**src/rtl/alu_ctl_if.sv**
```systemverilog
// ALU control handshake bundle between the ID stage (master) and the
// ID/EX ALU-control register stage (slave).
interface alu_ctl_if #(
    parameter int CNT_W = 16
);
    logic             id_valid;
    logic [1:0]       id_aluop;
    logic [5:0]       id_funct;
    logic [5:0]       id_opcode;
    logic             ex_stall;
    logic             ex_flush;
    logic             clr_status;
    logic             ex_valid;
    logic [3:0]       ex_aluctl;
    logic             ex_illegal;
    logic             illegal_seen;
    logic [CNT_W-1:0] issue_cnt;

    modport master (
        output id_valid, id_aluop, id_funct, id_opcode,
        output ex_stall, ex_flush, clr_status,
        input  ex_valid, ex_aluctl, ex_illegal, illegal_seen, issue_cnt
    );

    modport slave (
        input  id_valid, id_aluop, id_funct, id_opcode,
        input  ex_stall, ex_flush, clr_status,
        output ex_valid, ex_aluctl, ex_illegal, illegal_seen, issue_cnt
    );
endinterface

```
**src/rtl/alu_ctl_stage.sv**
```systemverilog
// ALU control decode plus ID/EX register: turns ALUOp + funct/opcode into
// the 4-bit ALUctl code, registers it with flush/stall handling, and keeps
// a sticky illegal-op flag and an issued-op counter for debug.
module alu_ctl_stage #(
    parameter int CNT_W = 16
) (
    input  logic     clk,
    input  logic     rst_n,
    alu_ctl_if.slave bus
);
    localparam logic [3:0] CTL_AND = 4'b0000;
    localparam logic [3:0] CTL_OR  = 4'b0001;
    localparam logic [3:0] CTL_ADD = 4'b0010;
    localparam logic [3:0] CTL_SUB = 4'b0110;
    localparam logic [3:0] CTL_SLT = 4'b0111;
    localparam logic [3:0] CTL_ILL = 4'b1111;

    logic [3:0]       dec_aluctl;
    logic             dec_illegal;
    logic             load;

    logic             ex_valid_q, ex_valid_d;
    logic [3:0]       ex_aluctl_q, ex_aluctl_d;
    logic             ex_illegal_q, ex_illegal_d;
    logic             illegal_seen_q, illegal_seen_d;
    logic [CNT_W-1:0] issue_cnt_q, issue_cnt_d;

    // Pure combinational decode of the current ID-stage fields.
    always_comb begin
        dec_aluctl  = CTL_ILL;
        dec_illegal = 1'b0;
        case (bus.id_aluop)
            2'b00: dec_aluctl = CTL_ADD;
            2'b01: dec_aluctl = CTL_SUB;
            2'b10: begin
                case (bus.id_funct)
                    6'b100000, 6'b100001: dec_aluctl = CTL_ADD;
                    6'b100010, 6'b100011: dec_aluctl = CTL_SUB;
                    6'b100100:            dec_aluctl = CTL_AND;
                    6'b100101:            dec_aluctl = CTL_OR;
                    6'b101010:            dec_aluctl = CTL_SLT;
                    default:              dec_illegal = 1'b1;
                endcase
            end
            default: begin
                case (bus.id_opcode)
                    6'b001000, 6'b001001: dec_aluctl = CTL_ADD;
                    6'b001100:            dec_aluctl = CTL_AND;
                    6'b001101:            dec_aluctl = CTL_OR;
                    6'b001010:            dec_aluctl = CTL_SLT;
                    default:              dec_illegal = 1'b1;
                endcase
            end
        endcase
    end

    // Next-state for the ID/EX register (flush > stall > load) and debug status.
    always_comb begin
        load           = !bus.ex_flush && !bus.ex_stall;
        ex_valid_d     = ex_valid_q;
        ex_aluctl_d    = ex_aluctl_q;
        ex_illegal_d   = ex_illegal_q;
        illegal_seen_d = illegal_seen_q;
        issue_cnt_d    = issue_cnt_q;

        if (bus.ex_flush) begin
            ex_valid_d   = 1'b0;
            ex_aluctl_d  = CTL_AND;
            ex_illegal_d = 1'b0;
        end else if (!bus.ex_stall) begin
            ex_valid_d   = bus.id_valid;
            ex_aluctl_d  = bus.id_valid ? dec_aluctl : CTL_AND;
            ex_illegal_d = bus.id_valid & dec_illegal;
        end

        // Clear wins over a same-cycle increment or illegal set.
        if (bus.clr_status) begin
            illegal_seen_d = 1'b0;
            issue_cnt_d    = '0;
        end else if (load && bus.id_valid) begin
            illegal_seen_d = illegal_seen_q | dec_illegal;
            issue_cnt_d    = issue_cnt_q + CNT_W'(1);
        end
    end

    // State registers with asynchronous clear.
    always_ff @(posedge clk or negedge rst_n) begin
        if (!rst_n) begin
            ex_valid_q     <= 1'b0;
            ex_aluctl_q    <= CTL_AND;
            ex_illegal_q   <= 1'b0;
            illegal_seen_q <= 1'b0;
            issue_cnt_q    <= '0;
        end else begin
            ex_valid_q     <= ex_valid_d;
            ex_aluctl_q    <= ex_aluctl_d;
            ex_illegal_q   <= ex_illegal_d;
            illegal_seen_q <= illegal_seen_d;
            issue_cnt_q    <= issue_cnt_d;
        end
    end

    assign bus.ex_valid     = ex_valid_q;
    assign bus.ex_aluctl    = ex_aluctl_q;
    assign bus.ex_illegal   = ex_illegal_q;
    assign bus.illegal_seen = illegal_seen_q;
    assign bus.issue_cnt    = issue_cnt_q;
endmodule

```
**src/flat_wrapper.sv**
```systemverilog
// flat-port wrapper written by rule: the top's interface ports become plain ports
module alu_ctl_stage_flat 
#(
    parameter int CNT_W = 16
)
  (clk, rst_n, bus_id_valid, bus_id_aluop, bus_id_funct, bus_id_opcode, bus_ex_stall, bus_ex_flush, bus_clr_status, bus_ex_valid, bus_ex_aluctl, bus_ex_illegal, bus_illegal_seen, bus_issue_cnt);
  alu_ctl_if #(.CNT_W(CNT_W)) bus_i ();
  input  logic clk;
  input  logic rst_n;
  input wire logic [$bits(bus_i.id_valid)-1:0] bus_id_valid;
  input wire logic [$bits(bus_i.id_aluop)-1:0] bus_id_aluop;
  input wire logic [$bits(bus_i.id_funct)-1:0] bus_id_funct;
  input wire logic [$bits(bus_i.id_opcode)-1:0] bus_id_opcode;
  input wire logic [$bits(bus_i.ex_stall)-1:0] bus_ex_stall;
  input wire logic [$bits(bus_i.ex_flush)-1:0] bus_ex_flush;
  input wire logic [$bits(bus_i.clr_status)-1:0] bus_clr_status;
  output wire logic [$bits(bus_i.ex_valid)-1:0] bus_ex_valid;
  output wire logic [$bits(bus_i.ex_aluctl)-1:0] bus_ex_aluctl;
  output wire logic [$bits(bus_i.ex_illegal)-1:0] bus_ex_illegal;
  output wire logic [$bits(bus_i.illegal_seen)-1:0] bus_illegal_seen;
  output wire logic [$bits(bus_i.issue_cnt)-1:0] bus_issue_cnt;
  assign bus_i.id_valid = bus_id_valid;
  assign bus_i.id_aluop = bus_id_aluop;
  assign bus_i.id_funct = bus_id_funct;
  assign bus_i.id_opcode = bus_id_opcode;
  assign bus_i.ex_stall = bus_ex_stall;
  assign bus_i.ex_flush = bus_ex_flush;
  assign bus_i.clr_status = bus_clr_status;
  assign bus_ex_valid = bus_i.ex_valid;
  assign bus_ex_aluctl = bus_i.ex_aluctl;
  assign bus_ex_illegal = bus_i.ex_illegal;
  assign bus_illegal_seen = bus_i.illegal_seen;
  assign bus_issue_cnt = bus_i.issue_cnt;
  alu_ctl_stage #(.CNT_W(CNT_W)) u_core (.clk(clk), .rst_n(rst_n), .bus(bus_i));
endmodule
```
**config.mk**
```make
export PLATFORM = sky130hd
export DESIGN_NAME = alu_ctl_stage_flat
export DESIGN_NICKNAME = d
export VERILOG_FILES = /design/src/rtl/alu_ctl_if.sv /design/src/rtl/alu_ctl_stage.sv /design/src/flat_wrapper.sv
export SDC_FILE = /design/constraint.sdc
export NUM_CORES = 1
export LEC_CHECK = 0
export ABC_AREA = 1
export BUFFER_PORTS_ARGS = -buffer_cell sky130_fd_sc_hd__buf_2
export CORE_ASPECT_RATIO = 0.7
export CORE_MARGIN = 2
export CORE_UTILIZATION = 30
export CTS_CLUSTER_DIAMETER = 80
export DETAILED_ROUTE_END_ITERATION = 7
export SLEW_MARGIN = 30
export SYNTH_ARGS = -nofsm -noshare
export SYNTH_HDL_FRONTEND = slang
export SYNTH_SLANG_ARGS = --single-unit
```
**constraint.sdc**
```tcl
create_clock -name clk -period 1.9 [get_ports clk]
set_input_delay 0.38 -clock clk [delete_from_list [all_inputs] [get_ports clk]]
set_output_delay 0.38 -clock clk [all_outputs]
set_load 0.03 [all_outputs]
```
# After elaboration in Yosys (flattened, before gate mapping)
# Index checks and enable logic that the tools add are counted.
# word_totals
regBits	23
input_bits	20
out_inout_bits	23
word_cells	52
# op_classes
add_sub_neg	1
eq_ne	15
mux	17
bitwise_logic	2
n_reduce_logical	12
# op_table
operator	n
$eq 6x6->1 const B	7
$mux 16	2
$eq 6x4->1 const B	5
$pmux 4 s5	1
$add 16x1->16 const B	1
$pmux 4 s4	1
$mux 4	3
$pmux 4 s3	1
$mux 1	8
$reduce_or 2->1	4
$reduce_or 7->1	1
$reduce_or 5->1	1
$eq 2x1->1 const B	1
$eq 2x2->1 const B	1
$logic_and 1x1->1	2
$logic_not 1->1	2
$logic_not 2->1	1
$ne 2x1->1 const B	1
$pmux 1 s2	1
$reduce_bool 2->1	1
$and 1x1->1	1
$or 1x1->1	1

# Longest topological paths before layout
# Gate-level depths: netlist of run 1.
# depth
word_depth	7
ltp_mapped	11
mapped_depth_nobuf	11

# Worst setup path after synthesis of run 1
# Ideal clock, no wire load.
# synth_timing
path_kind	register to register
from	register u_core.issue_cnt_q[4], in the netlist u_core.bus.issue_cnt[4]
to	register u_core.issue_cnt_q[11], in the netlist u_core.bus.issue_cnt[11]
setup_ns	0.118
arrival_ns	1.329
required_time_ns	1.782
slack_ns	0.453
path_stages_with_launch	10
path_buffers	0
period_less_slack_ns	1.447
cell_sequence	dfrtp_1 > nand2_2 > nor2_4 > nand2_4 > nor2_4 > nand2_2 > nor2_4 > a21oi_1 > o21ai_1 > inv_1
# synth_between
elab_chain_len	3
# synth_rtl
element	line	rtl
start, declared	alu_ctl_stage.sv:26	logic [CNT_W-1:0] issue_cnt_q, issue_cnt_d;
start signal, assigned	alu_ctl_stage.sv:99	issue_cnt_q <= issue_cnt_d;
$add 16x1->16	alu_ctl_stage.sv:82	issue_cnt_d = issue_cnt_q + CNT_W'(1);
$mux 16	alu_ctl_stage.sv:80	end else if (load && bus.id_valid) begin
$mux 16	alu_ctl_stage.sv:77	if (bus.clr_status) begin
# No other way between the ends. The select of a mux whose other input is x is not followed.
# A chain may end at the register's enable or synchronous reset.

# Worst setup path after layout of run 1
# Ends and elaborated chain as after synthesis.

==> results of run 1 <==
[metal layers]
metal	wire length [µm]	vias to the layer above	global-route usage, %
met3	145	0	3.04
met5	0	-	0
met2	1340	29	20.5
li1	-	700	-
met4	0	0	2.01
met1	1850	600	20.7
[power groups by stage]
| stage | Combinational, mW | Sequential, mW | Clock [mW] |
|---|---|---|---|
| 2_1_floorplan | 0.0551 | 0.529 | 0 |
| 3_3_place_gp | 0.127 | 0.513 | 0 |
| 3_5_place_dp | 0.129 | 0.512 | 0 |
| 4_1_cts | 0.130 | 0.503 | 0.319 |
| 5_1_grt | 0.147 | 0.504 | 0.334 |
| 6_report | 0.128 | 0.502 | 0.308 |
[worst paths after layout]
kind	startpoint	endpoint	slack, ns	cells past startpoint
setup reg to reg	u_core.bus.issue_cnt[4]$_DFFE_PN0P_	u_core.bus.issue_cnt[11]$_DFFE_PN0P_	0.47	9
setup / recovery	u_core.bus.issue_cnt[4]$_DFFE_PN0P_	u_core.bus.issue_cnt[11]$_DFFE_PN0P_	0.47	9
max in group asynchronous	rst_n	u_core.bus.issue_cnt[1]$_DFFE_PN0P_	1.47	1
min in group clk	bus_clr_status	u_core.bus.illegal_seen$_DFFE_PN0P_	0.40	2
hold / removal	rst_n	u_core.bus.issue_cnt[9]$_DFFE_PN0P_	0.08	1
hold reg to reg	u_core.bus.ex_valid$_DFFE_PN0P_	u_core.bus.ex_valid$_DFFE_PN0P_	0.47	2
[registers in the layout (all words and copies together), names as in the netlist]
name / flops
u_core.bus.illegal_seen: 1
u_core.bus.ex_valid: 1
u_core.bus.ex_illegal: 1
u_core.bus.ex_aluctl: 4
u_core.bus.issue_cnt: 16
[worst reg2reg max path, cell delays in order (launching register included)]
cell and delay (ns):
dfrtp_1 0.46, nand2_2 0.12, nor2_4 0.16, nand2_4 0.08
nor2_4 0.09, nand2_2 0.07, nor2_4 0.13, a21oi_1 0.08
o21ai_1 0.08, inv_1 0.05
[final cells by class]
class                      instances  share of cell area (%)
inverter                          31                    6.63
multi-input combinational        136                    41.7
tap                               55                    3.92
clock buffer                       4                    2.57
timing repair buffer              43                    12.4
sequential                        23                    32.8
[cell families (layout without fill, tap and decap cells)]
logic type,after synthesis,in the layout,share of synthesized area [%]
AOI/OAI and AO/OA,22,22,8.65
xor gates and xnor gates,1,1,0.612
adders and majority gates,1,1,0.874
buffers and inverters,33,78,8.74
DFF,23,23,40.2
and+or+nand+nor,112,112,40.9
[cells in the final DEF, fill, tap and decap left out, types with 3 or more instances in the layout]
cell type	instances
nand2_1	44
buf_2	42
inv_1	27
nor2_1	25
dfrtp_1	23
nand3_1	12
a21oi_1	10
nand2_2	8
nor3_1	5
o21ai_0	4
nor2_4	4
nor2_2	3
inv_2	3
o21ai_1	3
clkbuf_8	3
==> flow_summary.yaml, run 1 <==
layout:
  final_util_pct: 39.4
  drive_gt1_share_pct: 30.4
  nFillCells: 495
  syn_to_final_growth_pct: 22.6
  seqCellArea_um2: 576
  multi_input_area_um2: 731
  fin_cells: 292
  nets: 259
  diodes: 0
  final_cell_area_mm2: 0.00175
sta:
  fin_ws_ns: 0.475
  finalCriticalPeriod_ns: 1.43
  hold_violations: 0
  clock-skew-final_ns: 0.00265
  setup_violations: 0
  min_period_over_period_pct: 75.0
  drv_slew: 0
  tightest_slew_ns: 0.529
  finalSetupTns_ns: 0
  clock.fmax_mhz: 702
  grt_setup_unrepaired: "false"
  slew_headroom_pct: 64.8
  whs_ns: 0.0830
critical_path:
  crit_type: "flop to flop"
  crit_chain: "nand2_2, nor2_4, nand2_4, nor2_4, nand2_2, nor2_4, a21oi_1, o21ai_1, inv_1"
  critPathMostFrequentCell: "nor2_4"
  crit_buf_inv: 1
  max_stage_delay_ns: 0.46
  start_kind: "flop"
  cp-end-kind: "flop"
  slowest_stage: "dfrtp_1"
  cp.arrival_ns: 1.59
  worstPathMaxFanout: 5
  crit_required_ns: 2.06
  cp_top_family: "simple AND/OR/NAND/NOR gates"
logic_synthesis:
  synth_ff_type: "dfrtp_1"
  synth.avg_cell_area_um2: 7.46
  synth_area_leaders: "dfrtp_1, nand2_1, inv_1"
  synth_fp_nets: 213
  synth_cells: 192
  yosys.area.top_type_share_pct: 40.2
  synth.most_common_cell: "nand2_1"
  synth-edff-count: 0
  yosys-top-cells-count: "nand2_1, inv_1, nor2_1"
  ys_seq_area_share_pct: 40.2
  yosysWarnings: 0
  synth_area_mm2: 0.00143
  synth-async-reset-ratio_pct: 100
  ys_seq_elements: 23
  synth.distinct_cells: 30
  yosysTopAreaCell: "dfrtp_1"
global_routing:
  grt_max_degree: 24
  grt_pass1_wl_mm: 5.69
  grtUsageTotal_pct: 13.7
  grt_pass1_vias: 1230
  grt_overflow: 0
  antenna_found_initial: 0
pwr:
  sw_frac_of_total_pct: 26.7
  p_clk_share_pct: 32.8
  ir_drop_mv: 0.255
  p_per_area_mw_per_mm2: 535
  seqPwrFrac_pct: 53.5
  p_int_uw: 688
  leakage_nw: 0.959
  combPwrFrac_pct: 13.7
  power_uw: 939
  power.switching_uw: 251
route:
  first_pass_iters: 4
  vias: 1329
  drcViolationCount: 0
  vias_per_cell: 4.55
  drtIter0Drc: 118
  ant_nets: 0
  wl_per_cell_um: 11.4
  wl_mm: 3.33
floorplan:
  dieHeight_um: 61.8
  ios: 43
  core.rowCount: 20
  coreArea_mm2: 0.00445
  dieWidth_um: 86.6
  start_util_pct: 32.1
  dieArea_mm2: 0.00535
clocking:
  clk_latency_ns: 0.27
  htree_levels: 1
  postCtsSetupRepairBufs: 0
  clock_path_buffers: 2
  cts_tree: "yes"
  ctsHoldBuffers: 0
  ctsResizeCount: 0
  cts_root_buf: "clkbuf_8"
  clkSinkCount: 23
  cts_made_buffers: 3
  path_clk_slew_ns: 0.08
placement:
  place_ws_ns: 0.412
  port_buffers: 42
  dpl_cell_area_mm2: 0.00171
  place_inst: 288
  routabilityCongestion: 0.780
  hpwlAfterDp_mm: 2.62
flow_run:
  cap_violations: 0
run_status:
  outcome: "finished clean"
hold_path:
  hold_path_class: "input pin to async pin"
(Power assumes the default switching activity.)
==> inputs of run 2 (changes only) <==
- ABC_AREA: 1 -> 0
- clock period: 1.9 -> 1.49 ns (I/O delays scaled with it)
==> run 2 against run 1 <==
Against the previous run:
- the flow now finishes with violations (setup timing)
- clock skew fell by 0.00088 ns
- synthesized cell count down 38%
- hold slack lost 0.082 ns
- clock power rose by 28%
- setup slack got worse by 0.52 ns
- final area grew 4.2%
- final cell count is 16% lower
- wire length grew 3.1%
- flip-flop and latch count did not move
- synthesized area is 17% lower
- via count decreased by 6.2%
- largest cell class unchanged
==> flow_summary.yaml, run 2 <==
run_status:
  outcome: "complete, but fails checks"
  violations: "setup timing"
logic_synthesis:
  synth.most_common_cell: "dfrtp_1"
  synth-async-reset-ratio_pct: 100
  synth_area_leaders: "dfrtp_1, xnor2_1, nor2_1"
  synth_fp_nets: 140
  synth.avg_cell_area_um2: 10.0
  yosys-top-cells-count: "dfrtp_1, nor2_1, a21oi_1"
  yosysTopAreaCell: "dfrtp_1"
  yosysWarnings: 0
  synth.distinct_cells: 40
  synth-edff-count: 0
  ys_seq_area_share_pct: 48.4
  synth_cells: 119
  ys_seq_elements: 23
  synth_ff_type: "dfrtp_1"
  synth_area_mm2: 0.00119
  yosys.area.top_type_share_pct: 48.4
layout:
  nets: 214
  layout_commonest_cell: "buf_2"
  diodes: 0
  largest_register_ffs: 16
  final_cell_mix: "buf_2, buf_4, dfrtp_1, nor2_1"
  fin_cells: 244
  drive_gt1_share_pct: 51.0
  final_cell_area_mm2: 0.00183
  syn_to_final_growth_pct: 53.6
placement:
  place_ws_ns: -0.328
  hpwlAfterDp_mm: 2.53
  port_buffers: 42
  dpl_cell_area_mm2: 0.00164
  routabilityCongestion: 0.878
  place_inst: 234
global_routing:
  antenna_found_initial: 0
  grt_pass1_wl_mm: 5.70
  grt_pass1_vias: 1226
  grtUsageTotal_pct: 16.1
  grt_max_degree: 24
  grt_overflow: 0
floorplan:
  ios: 43
  start_util_pct: 30.9
  dieHeight_um: 56.7
  core.rowCount: 19
  dieWidth_um: 79.3
  dieArea_mm2: 0.00449
  coreArea_mm2: 0.00385
pwr:
  combPwrFrac_pct: 13.3
  p_per_area_mw_per_mm2: 654
  p_clk_share_pct: 32.9
  sw_frac_of_total_pct: 25.2
  leakage_nw: 0.907
  p_int_uw: 894
  seqPwrFrac_pct: 53.8
  power_mw: 1.19
  power.switching_uw: 301
  ir_drop_mv: 0.296
clocking:
  ctsHoldBuffers: 0
  clkSinkCount: 23
  cts_made_buffers: 3
  path_clk_slew_ns: 0.08
  htree_levels: 1
  clk_latency_ns: 0.26
  clock_path_buffers: 2
  cts_root_buf: "clkbuf_8"
  cts_tree: "yes"
sta:
  finalSetupTns_ns: -0.132
  min_period_over_period_pct: 103
  clock.fmax_mhz: 651
  clock-skew-final_ns: 0.00178
  setup_violations: 5
  fin_ws_ns: -0.0464
  tightest_slew_ns: 0.526
  finalCriticalPeriod_ns: 1.54
  drv_slew: 0
  hold_violations: 0
  grt_setup_unrepaired: "true"
  slew_headroom_pct: 64.9
route:
  vias_per_cell: 5.11
  vias: 1246
  wl_mm: 3.43
  ant_nets: 0
  drcViolationCount: 0
  wl_per_cell_um: 14.1
  first_pass_iters: 4
  drtIter0Drc: 113
critical_path:
  timing.rr.end: "u_core.bus.issue_cnt[10]$_DFFE_PN0P_"
  start_kind: "input pin"
  ff2ff_path_depth: 5
  r2r_slack_ns: -0.04
  crit_required_ns: 1.69
  cp-end-kind: "flop"
  timing.rr.start: "u_core.bus.issue_cnt[1]$_DFFE_PN0P_"
  cp.arrival_ns: 1.74
  worstPathMaxFanout: 4
  crit_type: "input pin to flop"
flow_run:
  cap_violations: 0
hold_path:
  hold_path_class: "input pin to async pin"
==> run 2: cell type report <==
cell class	instances	area, µm²
clock buffers	3	41.3
repair buffers	72	448
fillers	363	2020
clock inverters	1	7.51
inverters	1	3.75
flip-flops and latches	23	581
multi-input cells	92	682
well taps	52	65.1
==> run 2: through the flow <==
| step | hold slack, ns | util [%] |
|---|---|---|
| floorplan | 0.00241 | - |
| global placement | 0.297 | 42.5 |
| detailed placement | 0.307 | 42.5 |
| CTS | 0.0110 | 46.1 |
| global route | 0.0276 | 47.5 |
| finish | 0.000968 | 47.5 |
==> run 2: cells by family after synthesis <==
logic type	after synthesis	share of synthesized area [%]
compound gates	26	14.0
xor+xnor	9	6.62
fa+ha+maj	1	1.05
buf+inv	4	1.89
flops	23	48.4
mux	1	0.841
simple gates	55	27.2
==> run 2: critical path: stages <==
cell and delay (ns):
buf_6 0.09, or3b_4 0.40, or3_4 0.40, or4_4 0.43, a21oi_2 0.12
==> run 2: how the worst max path moves through the flow <==
stage	from	endpoint	slack, ns	cells past startpoint
4_1_cts	bus_ex_stall	u_core.bus.issue_cnt[15]$_DFFE_PN0P_	-0.06	5
3_5_place_dp	bus_ex_stall	u_core.bus.issue_cnt[15]$_DFFE_PN0P_	-0.33	5
5_1_grt	u_core.bus.issue_cnt[1]$_DFFE_PN0P_	u_core.bus.issue_cnt[14]$_DFFE_PN0P_	-0.11	5
3_3_place_gp	bus_ex_stall	u_core.bus.issue_cnt[15]$_DFFE_PN0P_	-0.28	5
2_1_floorplan	bus_ex_stall	u_core.bus.issue_cnt[15]$_DFFE_PN0P_	-0.25	5
6_report	bus_ex_stall	u_core.bus.issue_cnt[15]$_DFFE_PN0P_	-0.05	5
==> run 2: repair_timing <==
| item | CTS | global route |
|---|---|---|
| gates resized for setup | 10 | 8 |
| buffers inserted | 5 | 2 |
| setup endpoints to repair | 5 | 10 |
| pin swaps | 5 | 12 |
==> run 2: power groups by stage <==
stage	logic (mW)	clock network (mW)	registers [mW]
after global placement	0.148	0	0.654
after detailed placement	0.152	0	0.654
after global routing	0.175	0.435	0.644
after floorplan	0.0444	0	0.677
final	0.159	0.393	0.642
after CTS	0.157	0.406	0.642
==> run 2: layer usage <==
| layer | vias to the layer above | routed length, µm | global-route usage (%) |
|---|---|---|---|
| met1 | 609 | 1520 | 21.9 |
| met4 | 0 | 29 | 4.43 |
| met3 | 4 | 179 | 4.02 |
| met2 | 45 | 1700 | 25.5 |
| li1 | 588 | - | - |
| met5 | - | 0 | 0 |
